<file path="config.mk">
export PLATFORM = sky130hd
export DESIGN_NAME = if_stage
export DESIGN_NICKNAME = d
export VERILOG_FILES = /design/src/rtl/mips_pkg.sv /design/src/rtl/if_stage.sv
export SDC_FILE = /design/constraint.sdc
export NUM_CORES = 1
export LEC_CHECK = 0
export ABC_CLOCK_PERIOD_IN_PS = 2100
export CORE_AREA = 2 2 119 144
export CTS_CLUSTER_DIAMETER = 100
export DETAILED_ROUTE_END_ITERATION = 10
export DIE_AREA = 0 0 121 146
export PLACE_DENSITY_LB_ADDON = 0.1
export SETUP_SLACK_MARGIN = 0.1
export SKIP_CTS_REPAIR_TIMING = 1
export SYNTH_ARGS = -nofsm -noshare
export SYNTH_HDL_FRONTEND = slang
export SYNTH_SLANG_ARGS = --single-unit
</file>
<file path="constraint.sdc">
create_clock -name clk -period 2.1 [get_ports clk]
set_input_delay 0.315 -clock clk [delete_from_list [all_inputs] [get_ports clk]]
set_output_delay 0.315 -clock clk [all_outputs]
set_load 0.05 [all_outputs]
</file>
<file path="src/rtl/mips_pkg.sv">
// Shared definitions for the fetch stage: state encoding, reset/bubble
// defaults and the PC step.
package mips_pkg;

  typedef enum logic [2:0] {
    ST_IDLE,
    ST_REQ,
    ST_WAIT,
    ST_HOLD,
    ST_DRAIN,
    ST_HALTED
  } fetch_state_t;

  localparam logic [31:0] NOP_WORD_DEFAULT = 32'h0000_0000;
  localparam logic [31:0] RESET_PC_DEFAULT = 32'h0000_0000;
  localparam logic [31:0] PC_STEP          = 32'd4;

  // Force a byte address onto a word boundary.
  function automatic logic [31:0] word_align(input logic [31:0] addr);
    return {addr[31:2], 2'b00};
  endfunction

endpackage

</file>
<file path="src/rtl/if_stage.sv">
// Instruction-fetch stage: owns the PC, issues one instruction-memory request
// at a time over req/gnt/rvalid, and presents a registered instruction, its PC
// and a bubble flag to the decode stage. Handles stall, redirect and halt.
module if_stage
  import mips_pkg::*;
#(
  parameter logic [31:0] RESET_PC = RESET_PC_DEFAULT,
  parameter logic [31:0] NOP_WORD = NOP_WORD_DEFAULT
) (
  input  logic        clk,
  input  logic        reset,
  input  logic        stall,
  input  logic        redirect,
  input  logic [31:0] redirect_pc,
  input  logic        halt_req,
  output logic        imem_req,
  output logic [31:0] imem_addr,
  input  logic        imem_gnt,
  input  logic        imem_rvalid,
  input  logic [31:0] imem_rdata,
  output logic [31:0] instruction,
  output logic [31:0] pc_out,
  output logic        halt_fetch
);

  fetch_state_t state;
  logic [31:0]  pc;
  logic [31:0]  fetch_pc;
  logic [31:0]  buf_instr;
  logic [31:0]  buf_pc;
  logic         halt_pend;
  logic         grant;

  // Request only from REQ and only when nothing upstream wants the stage quiet.
  always_comb begin
    imem_req  = (state == ST_REQ) && !stall && !redirect && !halt_req;
    imem_addr = pc;
    grant     = imem_req && imem_gnt;
  end

  // Fetch FSM and output registers; priority reset > halt > redirect > stall.
  always_ff @(posedge clk) begin
    if (!reset) begin
      state       <= ST_IDLE;
      pc          <= RESET_PC;
      fetch_pc    <= '0;
      buf_instr   <= '0;
      buf_pc      <= '0;
      halt_pend   <= 1'b0;
      instruction <= NOP_WORD;
      pc_out      <= '0;
      halt_fetch  <= 1'b1;
    end else if (state == ST_HALTED) begin
      instruction <= NOP_WORD;
      halt_fetch  <= 1'b1;
    end else if (halt_req) begin
      instruction <= NOP_WORD;
      halt_fetch  <= 1'b1;
      // A request still in flight must be drained before parking.
      if ((state == ST_WAIT || state == ST_DRAIN) && !imem_rvalid) begin
        state     <= ST_DRAIN;
        halt_pend <= 1'b1;
      end else begin
        state <= ST_HALTED;
      end
    end else if (redirect) begin
      pc          <= word_align(redirect_pc);
      instruction <= NOP_WORD;
      halt_fetch  <= 1'b1;
      case (state)
        ST_WAIT:  state <= imem_rvalid ? ST_REQ : ST_DRAIN;
        ST_DRAIN: begin
          if (imem_rvalid) begin
            state <= halt_pend ? ST_HALTED : ST_REQ;
          end
        end
        default:  state <= ST_REQ;
      endcase
    end else begin
      // Any unstalled cycle without a delivery emits a bubble; a delivery
      // below overrides these defaults.
      if (!stall) begin
        instruction <= NOP_WORD;
        halt_fetch  <= 1'b1;
      end
      case (state)
        ST_IDLE: state <= ST_REQ;
        ST_REQ: begin
          if (grant) begin
            fetch_pc <= pc;
            pc       <= pc + PC_STEP;
            state    <= ST_WAIT;
          end
        end
        ST_WAIT: begin
          if (imem_rvalid) begin
            if (!stall) begin
              instruction <= imem_rdata;
              pc_out      <= fetch_pc;
              halt_fetch  <= 1'b0;
              state       <= ST_REQ;
            end else begin
              buf_instr <= imem_rdata;
              buf_pc    <= fetch_pc;
              state     <= ST_HOLD;
            end
          end
        end
        ST_HOLD: begin
          if (!stall) begin
            instruction <= buf_instr;
            pc_out      <= buf_pc;
            halt_fetch  <= 1'b0;
            state       <= ST_REQ;
          end
        end
        ST_DRAIN: begin
          if (imem_rvalid) begin
            state <= halt_pend ? ST_HALTED : ST_REQ;
          end
        end
        default: state <= ST_IDLE;
      endcase
    end
  end

  // Bus-level tracker of the single outstanding grant, used by the checks below.
  logic gnt_outstanding;

  // Set on an accepted request, cleared when its response returns.
  always_ff @(posedge clk) begin
    if (!reset) begin
      gnt_outstanding <= 1'b0;
    end else if (grant) begin
      gnt_outstanding <= 1'b1;
    end else if (imem_rvalid) begin
      gnt_outstanding <= 1'b0;
    end
  end

  a_single_outstanding: assert property (@(posedge clk) disable iff (!reset)
    grant |-> !gnt_outstanding);

  a_addr_aligned: assert property (@(posedge clk) disable iff (!reset)
    imem_addr[1:0] == 2'b00);

  a_no_req_when_busy: assert property (@(posedge clk) disable iff (!reset)
    (state inside {ST_WAIT, ST_HOLD, ST_DRAIN, ST_HALTED}) |-> !imem_req);

endmodule

</file>
[Yosys cells after proc, flatten, opt, wreduce, memory -nomap -nowiden]
Cells that the tools add are included.
Storage, ports and cells
  logic and storage cells: 74
  input port bits: 71
  bits in registers: 197
Operators by class
  reductions and logical operators: 21
  mux-type cells: 28
  eq/ne operators: 11
  bitwise operators: 4
  add/sub/neg operators: 1
Operators by type and width (number)
  $mux W32: 10
  $pmux W32 S2: 2
  $add A32 B3 Y32 const B: 1
  $mux W3: 8
  $pmux W3 S5: 1
  $ne A4 B4 Y1 const B: 3
  $reduce_and A4 Y1: 2
  $reduce_and A7 Y1: 1
  $eq A3 B2 Y1 const B: 2
  $eq A3 B3 Y1 const B: 2
  $ne A2 B2 Y1 const B: 3
  $pmux W3 S2: 1
  $reduce_and A6 Y1: 1
  $reduce_bool A2 Y1: 3
  $logic_and A1 B1 Y1: 5
  $reduce_and A5 Y1: 1
  $logic_not A1 Y1: 4
  $mux W1: 4
  $not A1 Y1: 4
  $reduce_or A4 Y1: 1
  $eq A3 B1 Y1 const B: 1
  $logic_not A3 Y1: 1
  $reduce_and A3 Y1: 1
  $mux W2: 1
  other kinds (2): 2

[Depth between registers and ports, before layout]
Gate-level depths: netlist of run 1.
  word-level depth: 9
  gate-level depth with buffers: 9
  mapped depth without buffers: 6

[Worst setup path before layout of run 1]
OpenSTA, ideal clock, no wires.
  kind: reg-to-reg
  start point: register pc[2] (netlist: imem_addr[2])
  end point: register pc[18] (netlist: imem_addr[18])
  cell stages (with the launch flop): 7
  required time: 2.026 ns
  arrival: 2.267 ns
  setup slack: -0.241 ns
  cells stage by stage: dfxtp_1 > ha_1 > nand3_1 > nor4_4 > and4_2 > mux2_2 > a31oi_1
Between the ends
  word-level cells in the longest chain between the ends: 4
Ends and longest elaborated chain
  from (decl): line if_stage.sv:27  | logic [31:0] pc;
  from (signal assigned): line if_stage.sv:67  | pc <= word_align(redirect_pc);
  from (signal assigned): line if_stage.sv:91  | pc <= pc + PC_STEP;
  $add A32 B3 Y32: line if_stage.sv:91
  $mux W32: line if_stage.sv:89  | if (grant) begin
  $mux W32: line if_stage.sv:86  | case (state)
  $mux W32: line if_stage.sv:66  | end else if (redirect) begin
No other way between the ends. The select of a mux whose other input is x is not followed.
A chain may end at the register's enable or synchronous reset.

[Final worst setup path of run 1]
  start point: register pc[31] (netlist: imem_addr[31])
  end point: output imem_addr[31]
RTL lines
  to (decl): line if_stage.sv:17  | output logic [31:0] imem_addr,
No word-level cell between the ends.

==> impl_metrics.env, run 1 <==
export IMPL_critPathKind="reg2out"
export IMPL_area_delta_synth_final_pct=33.2
export IMPL_grt_pass1_wl_um=36000
export IMPL_synth_top_area_cell="dfxtp_1"
export IMPL_overflow=0
export IMPL_io_pins=169
export IMPL_synth_top_area_share_pct=46.7
export IMPL_synth_commonest_cells="nand2_1, dfxtp_1, a21oi_1"
export IMPL_die_h_um=146
export IMPL_vias=7829
export IMPL_min_period_ns=2.02
export IMPL_drive_above_1_share_pct=10.8
export IMPL_p_switching_mw=1.96
export IMPL_maxSlewHeadroom_pct=59.2
export IMPL_drc=0
export IMPL_core_area_mm2=0.0161
export IMPL_rsz0062_at_grt="yes"
export IMPL_path_max_fanout=6
export IMPL_ys_types=66
export IMPL_setup_ws_ns=0.0776
export IMPL_yosysMostFrequentCell="nand2_1"
export IMPL_slew_viol_final=0
export IMPL_p_int_mw=5.54
export IMPL_synth_edf_count=0
export IMPL_place_hpwl_um=14600
export IMPL_power_frac_clock_pct=39.6
export IMPL_cp_required_ns=1.78
export IMPL_ys_seq_area_share_pct=46.7
export IMPL_die_w_um=121
export IMPL_finalHoldViolCount=0
export IMPL_setup_viol=0
export IMPL_first_iter_violations=542
export IMPL_synthFlopType="dfxtp_1"
export IMPL_path_cells="clkdlybuf4s50_1"
export IMPL_end_kind="output port"
export IMPL_power_frac_seq_pct=49.5
export IMPL_period_share_pct=96.3
export IMPL_clkTransAtPathRegs_ns=0.06
export IMPL_min_path_type="in2reg"
export IMPL_async_flop_share_pct=0
export IMPL_yosys_warnings=0
export IMPL_antenna_cells=0
export IMPL_port_buffers=162
export IMPL_cts_root_buf="clkbuf_16"
export IMPL_swShare_pct=26.1
export IMPL_multiInputGateArea_mm2=0.00395
export IMPL_clock_latency_ns=0.43
export IMPL_seqCellArea_mm2=0.00382
export IMPL_grt_pass1_vias=7097
export IMPL_max_stage_delay_ns=0.87
export IMPL_syn_inst=1018
export IMPL_tightest_slew_ns=0.611
export IMPL_crit_buf_inv=1
export IMPL_instances_no_fill=1390
export IMPL_cts_buffers=17
export IMPL_syn_avg_cell_area_um2=7.95
export IMPL_dp_cells=1355
export IMPL_cts_sinks=189
export IMPL_outcome="finished clean"
export IMPL_antenna_found_initial=0
export IMPL_die_area_mm2=0.0177
export IMPL_cts_tree="yes"
export IMPL_cp_start_kind="flip-flop"
export IMPL_power_density_mw_per_mm2=696
export IMPL_finalNetCount=1237
export IMPL_crit_arrival_ns=1.71
export IMPL_vdd_drop_max_uv=504
export IMPL_skew_ns=0.0101
export IMPL_place_ws_ns=0.0756
export IMPL_power_leakage_nw=3.96
export IMPL_fmax_mhz=494
export IMPL_routedWlPerCell_um=16.2
export IMPL_drv_cap=0
export IMPL_cp_slowest_cell="clkdlybuf4s50_1"
export IMPL_firstDrtPassIters=5
export IMPL_synth_seq_cells=189
export IMPL_n_fill_cell=1411
export IMPL_viasPerCell=5.63
export IMPL_grt_max_degree=67
export IMPL_cts_htree_levels=4
export IMPL_drt_wl_total_um=22600
export IMPL_ant_nets=0
export IMPL_routabilityCongestion=0.896
export IMPL_start_util_pct=50.1
export IMPL_p_total_mw=7.50
export IMPL_critPathTopFamily="buffers and inverters"
export IMPL_syn_area_mm2=0.00810
export IMPL_synth_area_top_cells="dfxtp_1, nand2_1, a21oi_1, a221oi_1, a311oi_1"
export IMPL_cts_buffer_depth=2
export IMPL_track_usage_pct=25.2
export IMPL_comb_power_share_pct=11.0
export IMPL_rows=51
-- stage by stage --
step | area, um2 | hold WS [ns] | setup TNS (ns) | utilization (%)
global route | 10800 | 0.369 | 0 | 66.8
floorplan | 8170 | 0.428 | 0 | -
global placement | 10100 | 0.441 | 0 | 62.8
finish | 10800 | 0.349 | 0 | 66.8
CTS | 10700 | 0.326 | -0.140 | 66.1
detailed placement | 10100 | 0.446 | 0 | 62.8
-- metal layers --
metal | track usage (%) | share of wire [%]
met4 | 10.2 | 2.6
met3 | 5.29 | 6.5
met1 | 32.1 | 42
met5 | 0 | 0
met2 | 41.2 | 49
-- power by group through the flow --
stage	combinational (mW)	clock, mW	sequential [mW]
5_1_grt	0.881	3.17	3.71
3_3_place_gp	0.819	0	3.79
4_1_cts	0.825	3.01	3.71
2_1_floorplan	0.311	0	3.93
3_5_place_dp	0.820	0	3.79
6_report	0.822	2.97	3.71
-- final timing paths --
kind / start / to / slack (ns) / depth (start not counted)
setup / recovery: imem_addr[31] / imem_addr[31] / 0.08 / 1
hold / removal: redirect / state[2] / 0.35 / 3
setup reg to reg: imem_addr[14] / imem_addr[31] / 0.15 / 5
hold reg to reg: buf_instr[18] / buf_instr[18] / 0.45 / 2
-- sequential cells by signal, indices dropped and copies added, names as in the netlist --
signal / count
buf_instr: 32
instruction: 32
buf_pc: 30
fetch_pc: 30
imem_addr: 30
pc_out: 30
state: 3
halt_fetch: 1
halt_pend: 1
-- placed cells by master, fill, tap and decap left out, drive strengths merged, types with 5 or more instances in the layout --
cell,synthesis,layout
nor4,7,7
clkdlybuf4s50,0,133
o211ai,5,5
nor2,56,56
buf,24,53
o21ai,20,20
a32o,5,5
clkbuf,63,23
dlymetal6s2s,1,26
or3,6,6
inv,7,10
a221oi,33,33
nor2b,33,33
nand4,8,8
nand3,29,29
and3,8,8
a211oi,6,6
nor3,39,39
a21oi,107,107
dfxtp,189,189
nand2,277,277
a31oi,10,10
nand3b,5,5
a311oi,30,30
a22o,5,5
-- worst min-delay path: cells and delay by family --
family	cells	cell delay [ns]
buffers and inverters	1	0.17
AOI/OAI and AO/OA	1	0.12
and+or+nand+nor	1	0.09
-- area by class of cell --
cell class	count	area share [%]
tap	212	2.46
clock buffer	22	4.21
sequential	189	35.4
inverter	7	0.267
timing repair buffer	213	20.2
clock inverter	10	0.754
multi-input combinational	737	36.6
-- cells by family (layout without fill, tap and decap cells) --
family                   count (synthesis)  in the layout  share of synthesized area, %
AO/OA/AOI/OAI                          242            242                          19.9
multiplexers                             5              5                         0.649
other                                    1              4                        0.0463
XOR/XNOR                                 1              1                         0.108
flip-flops                             189            189                          46.7
AND/OR/NAND/NOR                        484            484                          27.1
adder cells (fa/ha/maj)                  1              1                         0.155
buffers and inverters                   95            252                          5.33
No activity file was read; power rests on OpenSTA's default activity.
==> run 2, diff against run 1 <==
REMOVE_ABC_BUFFERS = 1   (was default)
==> impl_metrics.env, run 2 (synthesis gave the netlist of run 1 again) <==
export IMPL_cts_buffer_depth=2
export IMPL_skew_ns=0.0124
export IMPL_grt_pass1_vias=7368
export IMPL_drive_above_1_share_pct=11.0
export IMPL_min_period_ns=1.92
export IMPL_drt_wl_total_um=21900
export IMPL_hold_start="stall"
export IMPL_cts_buffers=17
export IMPL_layout_common_cells="nand2_1, dfxtp_1, clkdlybuf4s50_1, a21oi_1, buf_4"
export IMPL_cts_tree="yes"
export IMPL_cts_sinks=189
export IMPL_fmax_mhz=521
export IMPL_crit_buf_inv=1
export IMPL_track_usage_pct=24.9
export IMPL_hold_path_endpoint="state[1]"
export IMPL_routabilityCongestion=0.852
export IMPL_finalHoldViolCount=0
export IMPL_antenna_found_initial=0
export IMPL_largestRegisters="buf_instr (32), instruction (32)"
export IMPL_area_delta_synth_final_pct=34.1
export IMPL_rows=51
export IMPL_r2r_slack_ns=0.26
export IMPL_whs_path_depth=3
export IMPL_path_cells="clkdlybuf4s50_1"
export IMPL_io_pins=169
export IMPL_routedWlPerCell_um=15.5
export IMPL_maxSlewHeadroom_pct=62.3
export IMPL_drc=0
export IMPL_die_area_mm2=0.0177
export IMPL_core_area_mm2=0.0161
export IMPL_first_iter_violations=716
export IMPL_cts_htree_levels=4
export IMPL_antenna_cells=0
export IMPL_viasPerCell=5.55
export IMPL_setup_viol=0
export IMPL_rr_endpoint="pc_out[29]"
export IMPL_grt_max_degree=61
export IMPL_start_util_pct=50.1
export IMPL_die_h_um=146
export IMPL_vias=7815
export IMPL_comb_power_share_pct=10.8
export IMPL_power_density_mw_per_mm2=702
export IMPL_critPathKind="reg2out"
export IMPL_swShare_pct=26.9
export IMPL_end_kind="output port"
export IMPL_cts_root_buf="clkbuf_16"
export IMPL_drv_cap=0
export IMPL_rr_worst_depth=5
export IMPL_startpoint="pc_out[11]"
export IMPL_port_buffers=162
export IMPL_final_common_cell="nand2_1"
export IMPL_crit_arrival_ns=1.60
export IMPL_power_frac_seq_pct=48.5
export IMPL_vdd_drop_max_uv=493
export IMPL_n_fill_cell=1415
export IMPL_period_share_pct=91.4
export IMPL_fin_util_pct=67.3
export IMPL_die_w_um=121
export IMPL_p_switching_mw=2.05
export IMPL_power_leakage_nw=4.10
export IMPL_r2r_start="state[1]"
export IMPL_min_path_type="in2reg"
export IMPL_p_int_mw=5.58
export IMPL_firstDrtPassIters=5
export IMPL_ant_nets=0
export IMPL_place_hpwl_um=15000
export IMPL_cp_slowest_cell="clkdlybuf4s50_1"
export IMPL_p_total_mw=7.63
export IMPL_finalNetCount=1254
export IMPL_cp_start_kind="flip-flop"
export IMPL_cp_required_ns=1.78
export IMPL_grt_pass1_wl_um=36300
export IMPL_rsz0062_at_grt="no"
export IMPL_outcome="finished clean"
export IMPL_max_stage_delay_ns=0.84
export IMPL_path_max_fanout=2
export IMPL_clkTransAtPathRegs_ns=0.07
export IMPL_clock_latency_ns=0.43
export IMPL_power_frac_clock_pct=40.6
export IMPL_overflow=0
export IMPL_critPathTopFamily="buffers and inverters"
export IMPL_tightest_slew_ns=0.564
export IMPL_slew_viol_final=0
run 2: changes by cell type in the layout (fill, tap and decap cells not counted), sizes merged:
cell / previous run / this run
clkinv: 3 / 4
buf: 53 / 74
clkbuf: 23 / 18
dlymetal6s2s: 26 / 28
inv: 10 / 15
clkinvlp: 4 / 2
clkdlybuf4s50: 133 / 128
run 2: worst max path at each step:
stage                          endpoint  slack, ns  cells after the start
after floorplan              pc_out[10]      -1.53                      4
after global placement    imem_addr[25]       0.04                      7
after detailed placement  imem_addr[25]       0.02                      7
after CTS                 imem_addr[26]      -0.09                      1
after global routing           imem_req       0.11                      4
final                        pc_out[11]       0.18                      1
run 2: cell type report:
class                           count  area (um2)  area share (%)
Multi-Input combinational cell    737        3920            36.1
Sequential cell                   189        3790            34.9
Timing Repair Buffer              230        2290            21.1
Clock buffer                       18         439            4.04
Tap cell                          212         265            2.44
Clock inverter                     14         124            1.14
Inverter                            7        28.8           0.265
run 2: power groups by stage:
| stage | Sequential (mW) | Combinational (mW) | Clock [mW] |
|---|---|---|---|
| detailed placement | 3.78 | 0.825 | 0 |
| finish | 3.70 | 0.827 | 3.10 |
| global route | 3.71 | 0.885 | 3.30 |
| floorplan | 3.93 | 0.239 | 0 |
| global placement | 3.78 | 0.821 | 0 |
| CTS | 3.70 | 0.829 | 3.16 |
run 2: worst reg2reg max path: cells and delay by family (launching register included):
| kind | cells | cell delay [ns] |
|---|---|---|
| compound gates | 1 | 0.30 |
| buf+inv | 1 | 0.24 |
| flops | 1 | 0.46 |
| simple gates | 3 | 0.75 |
run 2: through the flow:
stage	worst slack, ns	std cells	hold slack [ns]	TNS [ns]	instance area, um2
after floorplan	-1.53	933	0.428	-117.33	7700
after global placement	0.0413	1374	0.442	0	10200
after detailed placement	0.0196	1374	0.447	0	10200
after CTS	-0.0908	1406	0.344	-0.216	10800
after global routing	0.110	1407	0.348	0	10900
final	0.181	1407	0.345	0	10900
run 2: layer usage:
metal / global-route usage, % / up-vias / wire length, um
met5: 0 / - / 0
li1: - / 3911 / -
met2: 40.2 / 229 / 10500
met4: 8.02 / 0 / 374
met1: 33.5 / 3644 / 9830
met3: 4.74 / 31 / 1190
==> run 3, diff against run 2 <==
ABC_CLOCK_PERIOD_IN_PS = 2400   (was 2100)
CORE_AREA = 2 2 114 138   (was 2 2 119 144)
DIE_AREA = 0 0 116 140   (was 0 0 121 146)
clock period = 2.4 ns   (was 2.1 ns; I/O delays follow)
==> impl_metrics.env, run 3 (synthesis gave the netlist of run 1 again) <==
export IMPL_outcome="finished clean"
export IMPL_antenna_found_initial=0
export IMPL_grt_pass1_wl_um=35000
export IMPL_drv_cap=0
export IMPL_drt_wl_total_um=21600
export IMPL_vdd_drop_max_uv=442
export IMPL_final_common_cell="nand2_1"
export IMPL_rows=49
export IMPL_cp_start_kind="flip-flop"
export IMPL_ant_nets=0
export IMPL_grt_max_degree=84
export IMPL_power_density_mw_per_mm2=637
export IMPL_maxSlewHeadroom_pct=61.7
export IMPL_min_path_type="in2reg"
export IMPL_io_pins=169
export IMPL_critPathKind="reg2out"
export IMPL_clkTransAtPathRegs_ns=0.07
export IMPL_layout_common_cells="nand2_1, dfxtp_1, clkdlybuf4s50_1, a21oi_1, nor2_1"
export IMPL_routedWlPerCell_um=15.6
export IMPL_min_period_ns=2.20
export IMPL_antenna_cells=0
export IMPL_r2r_slack_ns=0.27
export IMPL_finalNetCount=1234
export IMPL_drive_above_1_share_pct=8.77
export IMPL_viasPerCell=5.64
export IMPL_drc=0
export IMPL_n_fill_cell=1238
export IMPL_die_area_mm2=0.0162
export IMPL_start_util_pct=54.6
export IMPL_routabilityCongestion=0.882
export IMPL_cts_tree="yes"
export IMPL_final_area_mm2=0.0106
export IMPL_skew_ns=0.00901
export IMPL_fmax_mhz=455
export IMPL_die_w_um=116
export IMPL_clock_latency_ns=0.43
export IMPL_slew_viol_final=0
export IMPL_crit_buf_inv=2
export IMPL_first_iter_violations=910
export IMPL_path_max_fanout=6
export IMPL_port_buffers=162
export IMPL_cts_buffer_depth=2
export IMPL_core_area_mm2=0.0148
export IMPL_critPathTopFamily="buffers and inverters"
export IMPL_largestRegisters="buf_instr (32), instruction (32)"
export IMPL_tns_ns=0
export IMPL_cts_root_buf="clkbuf_16"
export IMPL_post_dp_cell_area_mm2=0.0100
export IMPL_crit_arrival_ns=1.84
export IMPL_max_stage_delay_ns=0.80
export IMPL_cts_htree_levels=4
export IMPL_setup_viol=0
export IMPL_area_delta_synth_final_pct=31.1
export IMPL_cp_slowest_cell="clkdlybuf4s50_1"
export IMPL_firstDrtPassIters=5
export IMPL_tightest_slew_ns=0.572
export IMPL_cts_sinks=189
export IMPL_end_kind="output port"
export IMPL_power_leakage_nw=3.51
export IMPL_cts_buffers=17
export IMPL_period_share_pct=91.5
export IMPL_rsz0062_at_grt="no"
export IMPL_die_h_um=140
export IMPL_vias=7775
export IMPL_place_hpwl_um=14400
export IMPL_grt_pass1_vias=7089
export IMPL_finalHoldViolCount=0
export IMPL_cp_required_ns=2.04
export IMPL_overflow=0
export IMPL_path_cells="buf_4 -> clkdlybuf4s50_1"
export IMPL_track_usage_pct=26.6
==> run 3: changes by cell type in the layout (fill, tap and decap cells not counted), sizes merged <==
| cell | before | now |
|---|---|---|
| buf | 74 | 51 |
| dlymetal6s2s | 28 | 0 |
| clkinv | 4 | 3 |
| inv | 15 | 14 |
| clkdlybuf4s50 | 128 | 159 |
| clkinvlp | 2 | 3 |
| bufinv | 0 | 1 |
==> run 3: cell type report <==
class / count / area, um2 / area share (%)
clock inverters: 14 / 155 / 1.46
multi-input cells: 737 / 3910 / 36.8
repair buffers: 210 / 2040 / 19.3
inverters: 7 / 28.8 / 0.271
clock buffers: 18 / 439 / 4.14
flip-flops and latches: 189 / 3780 / 35.6
well taps: 204 / 255 / 2.40
==> run 3: metrics by stage <==
step           power, mW  instances  util [%]  setup WS, ns  hold slack [ns]
2_1_floorplan       3.65        933         -         -1.23            0.428
3_3_place_gp        4.01       1347      67.5         0.227            0.442
3_5_place_dp        4.01       1347      67.5         0.230            0.447
4_1_cts             6.80       1379      71.5         0.193            0.338
5_1_grt             6.98       1379      71.5         0.135            0.369
6_report            6.77       1379      71.5         0.203            0.356
==> run 3: worst paths after layout <==
path,start,end,depth (start not counted)
setup / recovery,imem_addr[6],imem_addr[6],2
hold / removal,stall,halt_fetch,3
hold reg to reg,buf_pc[13],buf_pc[13],2
setup reg to reg,imem_addr[2],imem_addr[26],6
==> run 3: routing by layer <==
layer  routed length [um]  global-route usage [%]
met1                 9440                    35.3
met2                10200                    42.6
met3                 1130                    4.28
met4                  756                    11.8
met5                    0                       0
==> run 3: worst reg2reg max path: cells and delay by family (launching register included) <==
| family | cells | cell delay [ns] |
|---|---|---|
| adders and majority gates | 1 | 0.25 |
| AOI/OAI and AO/OA | 1 | 0.22 |
| DFF | 1 | 0.44 |
| and+or+nand+nor | 4 | 1.16 |
==> run 3: report_power, final <==
group          switching, mW  leakage (nW)  internal, mW
sequential            0.0604          1.53          3.18
clock                   1.32         0.283          1.50
combinational          0.415          1.70         0.290
==> variant: new RTL, config.mk and constraints of run 1 <==
Make the reset (`reset`) asynchronous in 2 clocked blocks.
--- a/src/rtl/if_stage.sv
+++ b/src/rtl/if_stage.sv
@@ -39,7 +39,7 @@
   end
 
   // Fetch FSM and output registers; priority reset > halt > redirect > stall.
-  always_ff @(posedge clk) begin
+  always_ff @(posedge clk or negedge reset) begin
     if (!reset) begin
       state       <= ST_IDLE;
       pc          <= RESET_PC;
@@ -128,7 +128,7 @@
   logic gnt_outstanding;
 
   // Set on an accepted request, cleared when its response returns.
-  always_ff @(posedge clk) begin
+  always_ff @(posedge clk or negedge reset) begin
     if (!reset) begin
       gnt_outstanding <= 1'b0;
     end else if (grant) begin
Function: differs if reset is asserted again (counterexample within 4 cycles, from zero or initial values and one cycle with reset low); with reset held inactive, the same outputs for 4 cycles.
==> variant against run 1 <==
- sequential cell count did not move
- critical path depth is the same
- design area increased by 4.8%
- worst setup slack gained 0.081 ns
- register-to-register slack gained 0.03 ns
- die area unchanged
- critical endpoint is now pc_out[31]
- hold slack improved by 0.094 ns
- utilization grew 3.2 points
- routed wire length fell by 5.8%
- area after synthesis increased by 5.3%
- sequential share of layout area grew 6.5 points
Power is not compared: it rests on default switching activity, and its combinational part moved more than twofold at a synthesized area within 25%.
==> variant: results (changes against run 1) <==
- Status: completed (unchanged)
- Vias per cell: 5.74 (was 5.63)
- Cell variety after synth: 54 (was 66)
- Clock tree buffer depth: 2 (unchanged)
- Setup Skew: 0.00470 ns (was 0.0101 ns)
- Synth Area per Inst: 10.6 sq um (was 7.95 sq um)
- Commonest cells in the synthesized netlist: dfrtp_1, nand2_1, nor2_1 (was nand2_1, dfxtp_1, a21oi_1)
- Top cells by area, synth: dfrtp_1, mux2_1, nand2_1, mux2i_1, a221oi_1 (was dfxtp_1, nand2_1, a21oi_1, a221oi_1, a311oi_1)
- Reg2Reg Setup Slack: 0.18 ns (was 0.15 ns)
- Worst slew margin: 62.6% (was 59.2%)
- Xor/xnor share of the synthesized area: 0% (was 0.108%)
- Worst Hold Slack: 0.443 ns (was 0.349 ns)
- Synth Area in Compound Gates: 11.1% (was 19.9%)
- Hold Crit Class: in2async (was in2reg)
- Share of synthesized area spent on multiplexers: 12.4% (was 0.649%)
- Adder-cell share of the synthesized area: 0.147% (was 0.155%)
- Setup crit start: pc_out[31]$_DFFE_PN0P_ (was imem_addr[31]$_SDFFE_PN0P_)
- Placed Instance Area: 10600 sq um (was 10100 sq um)
- DRT iter0 DRCs: 731 (was 542)
- CP max FO: 2 (was 6)
- Met2 usage in global routing: 40.8% (was 41.2%)
- CP delay by family, top: buffers and inverters (unchanged)
- Vias in the first global route: 6891 (was 7097)
- Crit-path max cell delay: 0.84 ns (was 0.87 ns)
- Share of synthesized registers carrying an async set or reset: 100% (was 0%)
- First-pass GRT wire length: 35300 um (was 36000 um)
- H-tree Lvls: 4 (unchanged)
- Fraction of layout cells with a size suffix above 1: 10.8% (about the same)
- Yosys warnings: 0 (unchanged)
- Combinational Power Share: 5.0%
- Reg-to-reg startpoint: imem_addr[2]$_DFFE_PN0P_ (was imem_addr[14]$_SDFFE_PN0P_)
- VDD IR max: between 0.0005 and 0.0006 V
- Pre-CTS setup slack: -0.114 ns (was 0.0756 ns)
- Reg clk slew, reported paths: approximately 0.07 ns
- Pwr Total: 0.00717 W
- Count of input and output buffers: 162 (unchanged)
- Met1 usage: 33.7% (was 32.1%)
- DPL Wire Length: 14900 um (was 14600 um)
- Worst Reg-to-Reg Cells: 6 (was 5)
- Largest net degree at the start of global routing: 60 (was 67)
- Clock Latency Late Sink: between 0.4 and 0.5 ns
- Worst EP arrival: 1.63 ns (was 1.71 ns)
- DRT antenna net count: 0 (unchanged)
- CP max-delay cell: clkdlybuf4s50_1 (unchanged)
- Antenna violations before repair: 1 (was 0)
- Crit path capture: pc_out[31] (was imem_addr[31])
- Max Fclk: 515 MHz (was 494 MHz)
- CTS buffer count: 17 (unchanged)
- WL per Instance: 17.7 um (was 16.2 um)
- Register area share after synthesis: 55.5% (was 46.7%)
- Grt met3 use: 3.88% (was 5.29%)
- Final GP Congestion: 0.860 (was 0.896)
- Layout Cells excl Fill: 1201 (was 1390)
- NumNets Final: 1050 (was 1237)
- R2r endpoint: imem_addr[24]$_DFFE_PN0P_ (was imem_addr[31]$_SDFFE_PN0P_)
- GRT Total Usage: 24.9% (was 25.2%)
==> variant: changes by cell type in the layout (fill, tap and decap cells not counted), moves of 35 or more <==
cell | before | now
nand2_1 | 277 | 132
o21ai_0 | 17 | 52
dfxtp_1 | 168 | 0
a21oi_1 | 107 | 17
dfrtp_1 | 0 | 180
mux2_1 | 0 | 60
==> variant: final cells by class <==
type | count | area (sq um)
timing repair buffer | 213 | 2210
tap | 212 | 265
inverter | 6 | 22.5
antenna | 1 | 2.50
fill | 1223 | 4840
sequential | 189 | 4740
clock buffer | 20 | 467
multi-input combinational | 551 | 3480
clock inverter | 9 | 113
==> variant: cells by family after synthesis <==
kind of cell,Yosys count
AOI/OAI and AO/OA,143
adders and majority gates,1
buffers and inverters,70
DFF,189
muxes,98
other,1
and+or+nand+nor,305
==> variant: routing by layer <==
metal | wire length (um) | part of all wire, %
met1 | 8950 | 42
met2 | 10700 | 51
met3 | 1220 | 5.7
met4 | 354 | 1.7
met5 | 0 | 0
